## src/rtl/fast2slow_pkg.sv

```systemverilog
// Shared definitions for the fast-to-slow event handshake sender and its
// slow-side receiver: FSM encodings and default parameter values.
package fast2slow_pkg;

  typedef enum logic [1:0] {
    IDLE   = 2'd0,
    REQ_HI = 2'd1,
    ACK_LO = 2'd2
  } state_e;

  localparam int SYNC_STAGES_DEF = 2;
  localparam int CW_DEF          = 3;

endpackage

```

## src/rtl/fast2slow_if.sv

```systemverilog
// Event/handshake bundle between the fast-domain event source, the sender
// and the slow-domain receiver (ack_async is asynchronous to the sender clock).
interface fast2slow_if #(
  parameter int CW = 3
) ();

  logic          sig_in;
  logic          ack_async;
  logic          ovf_clr;
  logic          req;
  logic          busy;
  logic [CW-1:0] pend_cnt;
  logic          ovf;

  modport master (
    output sig_in, ack_async, ovf_clr,
    input  req, busy, pend_cnt, ovf
  );

  modport slave (
    input  sig_in, ack_async, ovf_clr,
    output req, busy, pend_cnt, ovf
  );

endinterface

```

## src/rtl/fast2slow_sync_cell.sv

```systemverilog
// Single-bit multi-flop synchronizer with asynchronous active-low clear.
// Used for ack on the fast side and for req on the slow side.
module sync_cell
  import fast2slow_pkg::*;
#(
  parameter int STAGES = SYNC_STAGES_DEF
) (
  input  logic clk,
  input  logic rstn,
  input  logic d,
  output logic q
);

  logic [STAGES-1:0] sync_reg;

  always_ff @(posedge clk or negedge rstn) begin
    if (!rstn) begin
      sync_reg <= '0;
    end else begin
      sync_reg <= {sync_reg[STAGES-2:0], d};
    end
  end

  assign q = sync_reg[STAGES-1];

endmodule

```

## src/rtl/fast2slow_tx.sv

```systemverilog
// Fast-domain sender: turns each clk2 event pulse into one full 4-phase
// req/ack handshake, queueing events that arrive while one is in flight.
module fast2slow_tx
  import fast2slow_pkg::*;
#(
  parameter int SYNC_STAGES = SYNC_STAGES_DEF,
  parameter int CW          = CW_DEF
) (
  input  logic       clk2,
  input  logic       rstn,
  fast2slow_if.slave bus
);

  localparam logic [CW-1:0] PEND_MAX = {CW{1'b1}};

  logic          ack_sync;
  state_e        state_reg, state_next;
  logic          req_reg, busy_reg, ovf_reg;
  logic [CW-1:0] pend_cnt_reg, pend_cnt_next;
  logic          has_pend, launch, inc, dec, drop;

  sync_cell #(
    .STAGES (SYNC_STAGES)
  ) u_ack_sync (
    .clk  (clk2),
    .rstn (rstn),
    .d    (bus.ack_async),
    .q    (ack_sync)
  );

  always_comb begin
    has_pend   = (pend_cnt_reg != '0);
    launch     = 1'b0;
    state_next = state_reg;
    case (state_reg)
      IDLE: begin
        // A stray ack_sync here is deliberately ignored.
        if (bus.sig_in || has_pend) begin
          launch     = 1'b1;
          state_next = REQ_HI;
        end
      end
      REQ_HI: begin
        if (ack_sync) state_next = ACK_LO;
      end
      ACK_LO: begin
        if (!ack_sync) begin
          if (bus.sig_in || has_pend) begin
            launch     = 1'b1;
            state_next = REQ_HI;
          end else begin
            state_next = IDLE;
          end
        end
      end
      default: state_next = IDLE;
    endcase

    // Pending events are older, so a launch drains them before sig_in.
    dec  = launch && has_pend;
    inc  = bus.sig_in && !(launch && !has_pend);
    drop = inc && !dec && (pend_cnt_reg == PEND_MAX);

    pend_cnt_next = pend_cnt_reg;
    if (inc && !dec && !drop) begin
      pend_cnt_next = pend_cnt_reg + CW'(1);
    end else if (dec && !inc) begin
      pend_cnt_next = pend_cnt_reg - CW'(1);
    end
  end

  always_ff @(posedge clk2 or negedge rstn) begin
    if (!rstn) begin
      state_reg    <= IDLE;
      req_reg      <= 1'b0;
      busy_reg     <= 1'b0;
      pend_cnt_reg <= '0;
      ovf_reg      <= 1'b0;
    end else begin
      state_reg    <= state_next;
      req_reg      <= (state_next == REQ_HI);
      busy_reg     <= (state_next != IDLE);
      pend_cnt_reg <= pend_cnt_next;
      // Set beats clear when both happen in one cycle.
      if (drop) begin
        ovf_reg <= 1'b1;
      end else if (bus.ovf_clr) begin
        ovf_reg <= 1'b0;
      end
    end
  end

  assign bus.req      = req_reg;
  assign bus.busy     = busy_reg;
  assign bus.pend_cnt = pend_cnt_reg;
  assign bus.ovf      = ovf_reg;

endmodule

```

## src/flat_wrapper.sv

```systemverilog
// flat-port wrapper written by rule: the top's interface ports become plain ports
module fast2slow_tx_flat import fast2slow_pkg::*;
#(
  parameter int SYNC_STAGES = SYNC_STAGES_DEF,
  parameter int CW          = CW_DEF
)
  (clk2, rstn, bus_sig_in, bus_ack_async, bus_ovf_clr, bus_req, bus_busy, bus_pend_cnt, bus_ovf);
  fast2slow_if #(.CW(CW)) bus_i ();
  input  logic clk2;
  input  logic rstn;
  input wire logic [$bits(bus_i.sig_in)-1:0] bus_sig_in;
  input wire logic [$bits(bus_i.ack_async)-1:0] bus_ack_async;
  input wire logic [$bits(bus_i.ovf_clr)-1:0] bus_ovf_clr;
  output wire logic [$bits(bus_i.req)-1:0] bus_req;
  output wire logic [$bits(bus_i.busy)-1:0] bus_busy;
  output wire logic [$bits(bus_i.pend_cnt)-1:0] bus_pend_cnt;
  output wire logic [$bits(bus_i.ovf)-1:0] bus_ovf;
  assign bus_i.sig_in = bus_sig_in;
  assign bus_i.ack_async = bus_ack_async;
  assign bus_i.ovf_clr = bus_ovf_clr;
  assign bus_req = bus_i.req;
  assign bus_busy = bus_i.busy;
  assign bus_pend_cnt = bus_i.pend_cnt;
  assign bus_ovf = bus_i.ovf;
  fast2slow_tx #(.SYNC_STAGES(SYNC_STAGES), .CW(CW)) u_core (.clk2(clk2), .rstn(rstn), .bus(bus_i));
endmodule
```

## config.mk

```make
export PLATFORM = sky130hd
export DESIGN_NAME = fast2slow_tx_flat
export DESIGN_NICKNAME = d
export VERILOG_FILES = /design/src/rtl/fast2slow_pkg.sv /design/src/rtl/fast2slow_if.sv /design/src/rtl/fast2slow_sync_cell.sv /design/src/rtl/fast2slow_tx.sv /design/src/flat_wrapper.sv
export SDC_FILE = /design/constraint.sdc
export NUM_CORES = 1
export LEC_CHECK = 0
export ABC_AREA = 1
export BUFFER_PORTS_ARGS = -buffer_cell sky130_fd_sc_hd__buf_2
export CORE_AREA = 2 2 39 41
export DETAILED_ROUTE_END_ITERATION = 8
export DIE_AREA = 0 0 41 43
export GPL_TIMING_DRIVEN = 0
export PLACE_DENSITY = 0.53
export SLEW_MARGIN = 0
export SYNTH_ARGS = -nofsm -noshare
export SYNTH_HDL_FRONTEND = slang
export SYNTH_SLANG_ARGS = --single-unit
```

## constraint.sdc

```tcl
create_clock -name clk2 -period 2.24 [get_ports clk2]
set_clock_uncertainty 0.05 [all_clocks]
set_input_delay 0.56 -clock clk2 [delete_from_list [all_inputs] [get_ports clk2]]
set_output_delay 0.56 -clock clk2 [all_outputs]
set_load 0.05 [all_outputs]
```

==> results of run 1 <==
==> kinds of logic after synthesis <==
logic type | synth area share [%]
and+or+nand+nor | 23.5
DFF | 53.3
buffers and inverters | 7.20
AOI/OAI and AO/OA | 9.87
xor gates and xnor gates | 1.87
adders and majority gates | 4.27
==> through the flow <==
stage / total power, mW / hold slack, ns / utilization (%) / setup slack, ns / instance area [sq um]
after floorplan: 0.700 / 0.214 / - / 0.423 / 469
after global placement: 0.799 / 0.283 / 39.0 / 0.519 / 539
after detailed placement: 0.803 / 0.286 / 39.0 / 0.504 / 539
after CTS: 0.970 / 0.0899 / 41.6 / 0.547 / 576
after global routing: 1.04 / 0.0938 / 41.6 / 0.467 / 576
final: 0.956 / 0.0941 / 41.6 / 0.565 / 576
==> path summary, 6_finish.rpt <==
| path | start | endpoint | slack, ns | cells after the start |
|---|---|---|---|---|
| setup / recovery | u_core.bus.pend_cnt[0] | u_core.bus.pend_cnt[2] | 0.56 | 9 |
| hold / removal | rstn | u_core.bus.pend_cnt[2] | 0.09 | 1 |
| setup reg to reg | u_core.bus.pend_cnt[0] | u_core.bus.pend_cnt[2] | 0.56 | 9 |
| hold reg to reg | u_core.u_ack_sync.sync_reg[0] | u_core.u_ack_sync.sync_reg[1] | 0.30 | 0 |
| max in group asynchronous | rstn | u_core.bus.pend_cnt[0] | 1.87 | 1 |
| min in group clk2 | u_core.u_ack_sync.sync_reg[0] | u_core.u_ack_sync.sync_reg[1] | 0.30 | 0 |
==> placed cells by master (no fill, tap or decap) <==
master    instances
clkbuf_8          1
inv_1             8
a31oi_1           1
nand2_1           8
nand3_2           1
nor2_1            2
buf_2            10
inv_2             1
o21ai_1           1
fa_1              1
clkbuf_4          3
nand4_1           2
nand2_2           2
a21oi_1           2
xor2_1            1
nand3_4           1
o32ai_1           1
nand3_1           4
dfrtp_1          10
a21oi_4           1
==> final cells by class <==
cell class                      instances  area [sq um]
Timing Repair Buffer                   10          50.0
Multi-Input combinational cell         28           185
Fill cell                             143           808
Inverter                                9          33.8
Sequential cell                        10           250
Tap cell                               16          20.0
Clock buffer                            4          36.3
==> worst max-delay path, delay by kind of cell (launching register included) <==
family | cells | cell delay [ns]
AND/OR/NAND/NOR | 7 | 0.61
flip-flops | 1 | 0.45
adder cells (fa/ha/maj) | 1 | 0.38
buffers and inverters | 1 | 0.09
==> Yosys cell counts <==
master / n / area share [%]
a21oi_1: 2 / 2.1
a21oi_4: 1 / 3.5
a31oi_1: 1 / 1.3
dfrtp_1: 10 / 53
fa_1: 1 / 4.3
inv_1: 8 / 6.4
inv_2: 1 / 0.80
nand2_1: 8 / 6.4
nand2_2: 2 / 2.7
nand3_1: 4 / 4.3
nand3_2: 1 / 2.1
nand3_4: 1 / 3.7
nand4_1: 2 / 2.7
nor2_1: 2 / 1.6
o21ai_1: 1 / 1.1
o32ai_1: 1 / 1.9
xor2_1: 1 / 1.9
==> where the power goes <==
part | leakage, nW | switching (mW) | internal [mW] | total, mW
registers | 0.119 | 0.0752 | 0.248 | 0.324
logic | 0.162 | 0.343 | 0.134 | 0.478
clock network | 0.0210 | 0.0566 | 0.0985 | 0.155
total | 0.302 | 0.475 | 0.481 | 0.956
==> layer usage <==
metal  vias up  global-route usage [%]
met1       158                    11.7
met3         0                    9.42
met2        11                    14.4
met4         0                    2.00
li1        181                       -
met5         -                       0
==> flow_summary.toml, run 1 <==
[cts]
cts_tree = "done"
cts.htree.levels = 1
cts.sinks = 10
clk_latency_ns = 0.26
cts.reportedPaths.clkPinSlew_ns = 0.06
cts_made_buffers = 3
root_buffer = "clkbuf_4"
cts_buffer_depth = 2
cts_resized = 0
cts-hold-fix-buffers = 0
post-cts-setup-buffers = 0

[sta]
slew-limit-headroom_pct = 83.5
timing.final.crit_share_pct = 74.8
slew_viol_final = 0
max_freq_mhz = 597
rsz0062_at_grt = "false"
min_period_ns = 1.68
tns_ns = 0
worst_pin_slew_ns = 0.249
setup_viol = 0
hold_viol = 0

[global_route]
grt_use_total_pct = 10.4
grt_pass1_vias = 299
grt_max_degree = 11
overflow = 0
antenna_found_initial = 0
grt_pass1_wl_mm = 1.15

[power_and_ir_drop]
leakage_nw = 0.302
vdd_drop_max_uv = 444
cellPowerDensity_mw_per_mm2 = 1660

[place]
gp_congestion = 0.751
dpl.hpwl_microns = 597
port_buffers = 10
dp_cells = 73

[cells_and_area]
instances_no_fill = 77
final_layout_size_suffix_gt1_share_pct = 32.8
fin_nets = 68
largest_reg_flops = 3
diodes = 0
syn2layout_area_growth_pct = 22.7

[setup_path]
slowest_delay_ns = 0.45
crit_path_end_kind = "register"
cpMaxStageDelayCell = "dfrtp_1"
required_ns = 2.34
path_class = "register to register"
worstPathMaxFanout = 5
crit_arrival_ns = 1.78
path_common_cell = "nand2_1"
path_cells = "nand3_2 -> nand3_4 -> fa_1 -> inv_1 -> nand4_1 -> nand2_2 -> nand2_1 -> nand2_1 -> nand2_1"
cp-start-kind = "register"

[drt]
via_per_inst = 4.55
ant_nets = 0
drc = 0
wl_per_cell_microns = 9.87
drtIter0Drc = 7
dr.pass1.iters = 4
vias = 350
drt-total-wl_microns = 760
wl_met2_microns = 350
wl_met1_microns = 349
routed-wl-met3_microns = 59
top_layer_used = "met3"

[floorplanning]
num_rows = 14
die_y_microns = 43
core_sq_mm = 0.00138
die_w_microns = 41
initial_utilization_pct = 33.9
dieArea_sq_mm = 0.00176
io_pins = 11

[worst_hold_path]
hp-class = "input port to asynchronous set/reset pin"

[synthesis]
synth_cells = 47
ys_ff_latch = 10
syn_avg_cell_area_sq_um = 9.98
synthesis.area_sq_um = 469
syn_nets = 53
yosysUniqueCellTypes = 17
yosys_warnings = 0
ys_seq_area_share_pct = 53.3

[flow_run]
cap_violations = 0

[status]
outcome = "finished, final reports clean"
(Power assumes the default switching activity.)
==> run 2: changes to the inputs <==
Settings changed: ABC_AREA 1 to 0, PLACE_DENSITY 0.53 to 0.59.
Clock period 2.24 ns to 1.6 ns, I/O delays scaled along.
==> run 2 against run 1 <==
Effect of this change:
- the run now ends with setup timing left
- synthesized cell count increased by 17%
- worst hold slack better by 0.089 ns
- utilization is 11 points higher
- sequential power increased by 56%
- critical endpoint is now u_core.bus.pend_cnt[1]
- largest power group unchanged
==> flow_summary.toml, run 2 <==
[synthesis]
post-synth-top-count-cell = "dfrtp_1"
async_reset_ff_share_pct = 100
synth_cells = 55
synth_edf_count = 0
synth_common_cells = "dfrtp_1 (10), nand2_1 (8), o21ai_0 (6)"
synthDominantCellAreaShare_pct = 46.4
yosys_warnings = 0
ys_ff_latch = 10
syn_nets = 61
synthesis.area_sq_um = 539
syn_avg_cell_area_sq_um = 9.80
ys_seq_area_share_pct = 46.4
yosysUniqueCellTypes = 26
synth_flop_cell = "dfrtp_1"
yosys.area.top_type = "dfrtp_1"
synth.area.top_cells = "dfrtp_1 (46%), o21ai_0 (5.6%), nand2_1 (5.6%), buf_6 (4.2%), fa_1 (3.7%)"

[floorplanning]
io_pins = 11
die_y_microns = 43
core_sq_mm = 0.00138
die_w_microns = 41
num_rows = 14
initial_utilization_pct = 39.0
dieArea_sq_mm = 0.00176

[sta]
hold_viol = 0
tns_ns = -0.429
fin_ws_ns = -0.211
rsz0062_at_grt = "true"
max_freq_mhz = 552
worst_pin_slew_ns = 0.517
slew_viol_final = 0
setup_viol = 3
slew-limit-headroom_pct = 65.2
min_period_ns = 1.81
fin_hold_ws_ns = 0.184
timing.final.crit_share_pct = 113

[power_and_ir_drop]
pwr-share-comb_pct = 59.4
leakage_nw = 0.316
clockPowerShare_pct = 12.8
cellPowerDensity_mw_per_mm2 = 2490
vdd_drop_max_uv = 1450
p_int_uw = 948
pwr-share-seq_pct = 27.8
p_sw_uw = 869
sw_frac_of_total_pct = 47.8
totalPowerFinal_mw = 1.82

[cts]
cts_buffer_depth = 2
root_buffer = "clkbuf_4"
cts.htree.levels = 1
cts.reportedPaths.clkPinSlew_ns = 0.07
clk_latency_ns = 0.27
cts_tree = "done"
cts.sinks = 10
cts_made_buffers = 3

[cells_and_area]
layout_commonest_cell = "buf_2"
ff_latch_area_sq_um = 256
fillers = 128
diodes = 0
instances_no_fill = 90
fin_nets = 81
syn2layout_area_growth_pct = 35.0
final_layout_size_suffix_gt1_share_pct = 50.0
multiInputGateArea_sq_um = 278
final_util_pct = 52.6
largest_reg_flops = 3
final_cell_mix = "buf_2 (9), buf_4 (7), nand2_1 (6), dfrtp_1 (5), dfrtp_2 (5)"
final_area_sq_um = 728

[setup_path]
path_cells = "a21o_1 -> and2_4 -> nand2_2 -> fa_2 -> o32a_1 -> o211a_1"
crit_arrival_ns = 1.92
cp_top_family = "compound AO/OA/AOI/OAI gates"
cpMaxStageDelayCell = "fa_2"
cp-start-kind = "register"
r2r_slack_ns = -0.21
worstPathMaxFanout = 4
path_class = "register to register"
worstPathBufferInverterCount = 0
reg2reg_to = "u_core.bus.pend_cnt[1]"
slowest_delay_ns = 0.46
r2r-start = "u_core.state_reg[1]"
r2r_cells = 6
required_ns = 1.71
crit_path_end_kind = "register"

[global_route]
grt_pass1_wl_mm = 2.03
grt_pass1_vias = 464
overflow = 0
antenna_found_initial = 0
grt_use_total_pct = 17.8
grt_max_degree = 11

[place]
dpl.hpwl_microns = 740
port_buffers = 9
post-place-ws_ns = -0.355
placed_area_sq_um = 634
gp_congestion = 0.707
dp_cells = 80

[status]
outcome = "finished with violations"
violations = "setup timing"

[drt]
drtIter0Drc = 8
wl_per_cell_microns = 13.4
vias = 490
dr.pass1.iters = 4
ant_nets = 0
via_per_inst = 5.44
drt-total-wl_mm = 1.20
drc = 0

[worst_hold_path]
worstHoldPathCells = 1
hp-class = "input port to register"
holdCritStartpoint = "bus_ack_async"
min_to = "u_core.u_ack_sync.sync_reg[0]"

[flow_run]
cap_violations = 0
## run 2: how the worst max path moves through the flow
stage	startpoint	endpoint	slack (ns)	cells after the start
detailed placement	u_core.state_reg[0]	u_core.bus.pend_cnt[1]	-0.35	7
finish	u_core.state_reg[1]	u_core.bus.pend_cnt[1]	-0.21	6
floorplan	u_core.bus.pend_cnt[2]	u_core.bus.pend_cnt[1]	-0.26	6
global route	u_core.state_reg[1]	u_core.bus.pend_cnt[2]	-0.27	8
global placement	u_core.state_reg[0]	u_core.bus.pend_cnt[1]	-0.36	7
CTS	u_core.u_ack_sync.sync_reg[1]	u_core.bus.pend_cnt[1]	-0.21	6
## run 2: what timing repair did
item                       in CTS  in global routing
pin swaps                       3                  3
buffers inserted                6                  2
hold buffers                    1                  0
hold endpoints to repair       10                  0
resized for setup               7                  1
setup endpoints to repair       2                  2
## run 2: power groups by stage
stage / clock, mW / sequential (mW) / combinational [mW]
2_1_floorplan: 0 / 0.704 / 0.583
3_3_place_gp: 0 / 0.467 / 1.00
3_5_place_dp: 0 / 0.468 / 1.01
4_1_cts: 0.239 / 0.503 / 1.03
5_1_grt: 0.252 / 0.530 / 1.16
6_report: 0.232 / 0.505 / 1.08
## run 2: cell type report
cell class              count  share of cell area [%]
plain buffers               1                    1.55
clock buffers               4                    4.98
flip-flops and latches     10                    35.2
repair buffers             18                    16.3
inverters                   2                    1.03
multi-input cells          39                    38.1
well taps                  16                    2.75
## run 2: routing by layer
layer | wire length (microns) | track usage [%] | part of all wire (%) | vias to the layer above
li1 | - | - | - | 240
met1 | 525 | 23.6 | 44 | 236
met2 | 601 | 24.4 | 50 | 10
met3 | 33 | 3.14 | 2.7 | 4
met4 | 44 | 14.0 | 3.7 | 0
met5 | 0 | 0 | 0 | -
## run 2: worst register-to-register path, cell delays in order, from the launching register on
cell and delay [ns]:
dfrtp_2 0.40, a21o_1 0.20, and2_4 0.14, nand2_2 0.07, fa_2 0.46, o32a_1 0.18
o211a_1 0.20
## run 2: logic make-up after synthesis
family          count (synthesis)  synth area share (%)
compound gates                 19                  25.5
fa+ha+maj                       1                  3.71
flops                          10                  46.4
xor+xnor                        1                  1.62
simple gates                   18                  15.5
buf+inv                         6                  7.19
==> run 3: changes to the inputs <==
Settings changed: CELL_PAD_IN_SITES_DETAIL_PLACEMENT set to 0, CELL_PAD_IN_SITES_GLOBAL_PLACEMENT set to 2, CORE_AREA 2 2 39 41 to unset, CORE_MARGIN set to 1, CORE_UTILIZATION set to 33, DIE_AREA 0 0 41 43 to unset, PLACE_DENSITY 0.59 to 0.75, SKIP_LAST_GASP set to 1.
Clock period 1.6 ns to 2.29 ns, I/O delays scaled along.
==> run 3 against run 2 <==
Effect of this change:
- the flow now finishes without violations
- highest routed layer unchanged
- cell count decreased by 7.8%
- flip-flop and latch count unchanged
- register-to-register slack better by 0.52 ns
- critical endpoint unchanged
==> flow_summary.toml, run 3 (synthesis results as in run 2) <==
[setup_path]
worstPathMaxFanout = 7
r2r_slack_ns = 0.31
crit_arrival_ns = 2.08
cp-start-kind = "register"
crit_path_end_kind = "register"
reg2reg_to = "u_core.bus.pend_cnt[1]"
path_class = "register to register"
required_ns = 2.39
r2r-start = "u_core.state_reg[0]"
r2r_cells = 8

[flow_run]
cap_violations = 0

[cells_and_area]
final_util_pct = 41.1
diodes = 0
fillers = 167
final_cell_mix = "buf_2 (10), dfrtp_1 (10), nand2_1 (8), o21ai_0 (6)"
ff_latch_area_sq_um = 250
final_layout_size_suffix_gt1_share_pct = 26.9
largest_reg_flops = 3
multiInputGateArea_sq_um = 250
fin_nets = 75
syn2layout_area_growth_pct = 16.2

[place]
port_buffers = 9
gp_congestion = 0.711
dpl.hpwl_microns = 717

[floorplanning]
dieArea_sq_mm = 0.00180
die_w_microns = 42.4
die_y_microns = 42.4
io_pins = 11
num_rows = 14
initial_utilization_pct = 35.4
core_sq_mm = 0.00152

[sta]
max_freq_mhz = 505
rsz0062_at_grt = "false"
fin_hold_ws_ns = 0.110
slew_viol_final = 0
worst_pin_slew_ns = 0.613
timing.final.crit_share_pct = 86.5
hold_viol = 0
slew-limit-headroom_pct = 58.8
setup_viol = 0
min_period_ns = 1.98
tns_ns = 0

[cts]
cts.htree.levels = 1
cts.sinks = 10
cts-hold-fix-buffers = 0
cts_made_buffers = 3
post-cts-setup-buffers = 0
cts_resized = 0
clk_latency_ns = 0.26
cts_tree = "done"
root_buffer = "clkbuf_4"
cts.reportedPaths.clkPinSlew_ns = 0.06
cts_buffer_depth = 2

[drt]
drc = 0
drtIter0Drc = 7
via_per_inst = 5.51
drt-total-wl_microns = 969
ant_nets = 0
wl_per_cell_microns = 11.7
dr.pass1.iters = 4
vias = 457

[global_route]
grt_max_degree = 11
grt_pass1_wl_mm = 1.58
overflow = 0
grt_pass1_vias = 339
antenna_found_initial = 0
grt_use_total_pct = 12.4

[status]
outcome = "finished, final reports clean"

[worst_hold_path]
hp-class = "input port to asynchronous set/reset pin"
-- run 3: changes by cell type in the layout (fill, tap and decap cells not counted), moves of 2 or more --
| cell | delta |
|---|---|
| dfrtp_2 | -5 |
| buf_4 | -7 |
| o21ai_0 | +2 |
| o21ai_1 | -2 |
| dfrtp_1 | +5 |
| nand2_1 | +2 |
| nand2_2 | -2 |
-- run 3: cell type report --
class,count,share of cell area (%)
sequential,10,39.9
buffer,4,4.99
timing repair buffer,9,7.19
inverter,2,1.20
clock buffer,3,3.59
tap,16,3.19
multi-input combinational,39,39.9
-- run 3: stage by stage --
| stage | setup slack [ns] | instances | cell area (sq um) |
|---|---|---|---|
| floorplan | 0.181 | 55 | 539 |
| global placement | 0.321 | 80 | 604 |
| CTS | 0.307 | 83 | 627 |
| detailed placement | 0.322 | 80 | 604 |
| global route | 0.110 | 83 | 627 |
| finish | 0.309 | 83 | 627 |
-- run 3: worst max-delay path, stage by stage (launching register included) --
cell,delay [ns]
dfrtp_1,0.35
buf_2,0.16
a21o_1,0.21
and2_1,0.18
nand2_1,0.07
fa_1,0.46
nor3_1,0.17
o21ai_0,0.10
o211a_1,0.11
-- run 3: layer usage --
metal	vias to the layer above	wire, microns	global-route usage (%)
met5	-	0	0
met4	0	11	3.75
met3	3	56	7.76
met2	15	412	16.3
met1	211	489	16.6
li1	228	-	-
-- run 3: worst max-delay path by stage --
stage                             endpoint  slack (ns)              startpoint
floorplan           u_core.bus.pend_cnt[1]        0.18  u_core.bus.pend_cnt[2]
global placement    u_core.bus.pend_cnt[1]        0.32     u_core.state_reg[0]
detailed placement  u_core.bus.pend_cnt[1]        0.32     u_core.state_reg[0]
CTS                 u_core.bus.pend_cnt[1]        0.31     u_core.state_reg[0]
global route        u_core.bus.pend_cnt[1]        0.11     u_core.state_reg[0]
finish              u_core.bus.pend_cnt[1]        0.31     u_core.state_reg[0]
Power of run 3 is not shown: default switching activity piles up to over one toggle a cycle in this logic, so the estimate is an artifact.
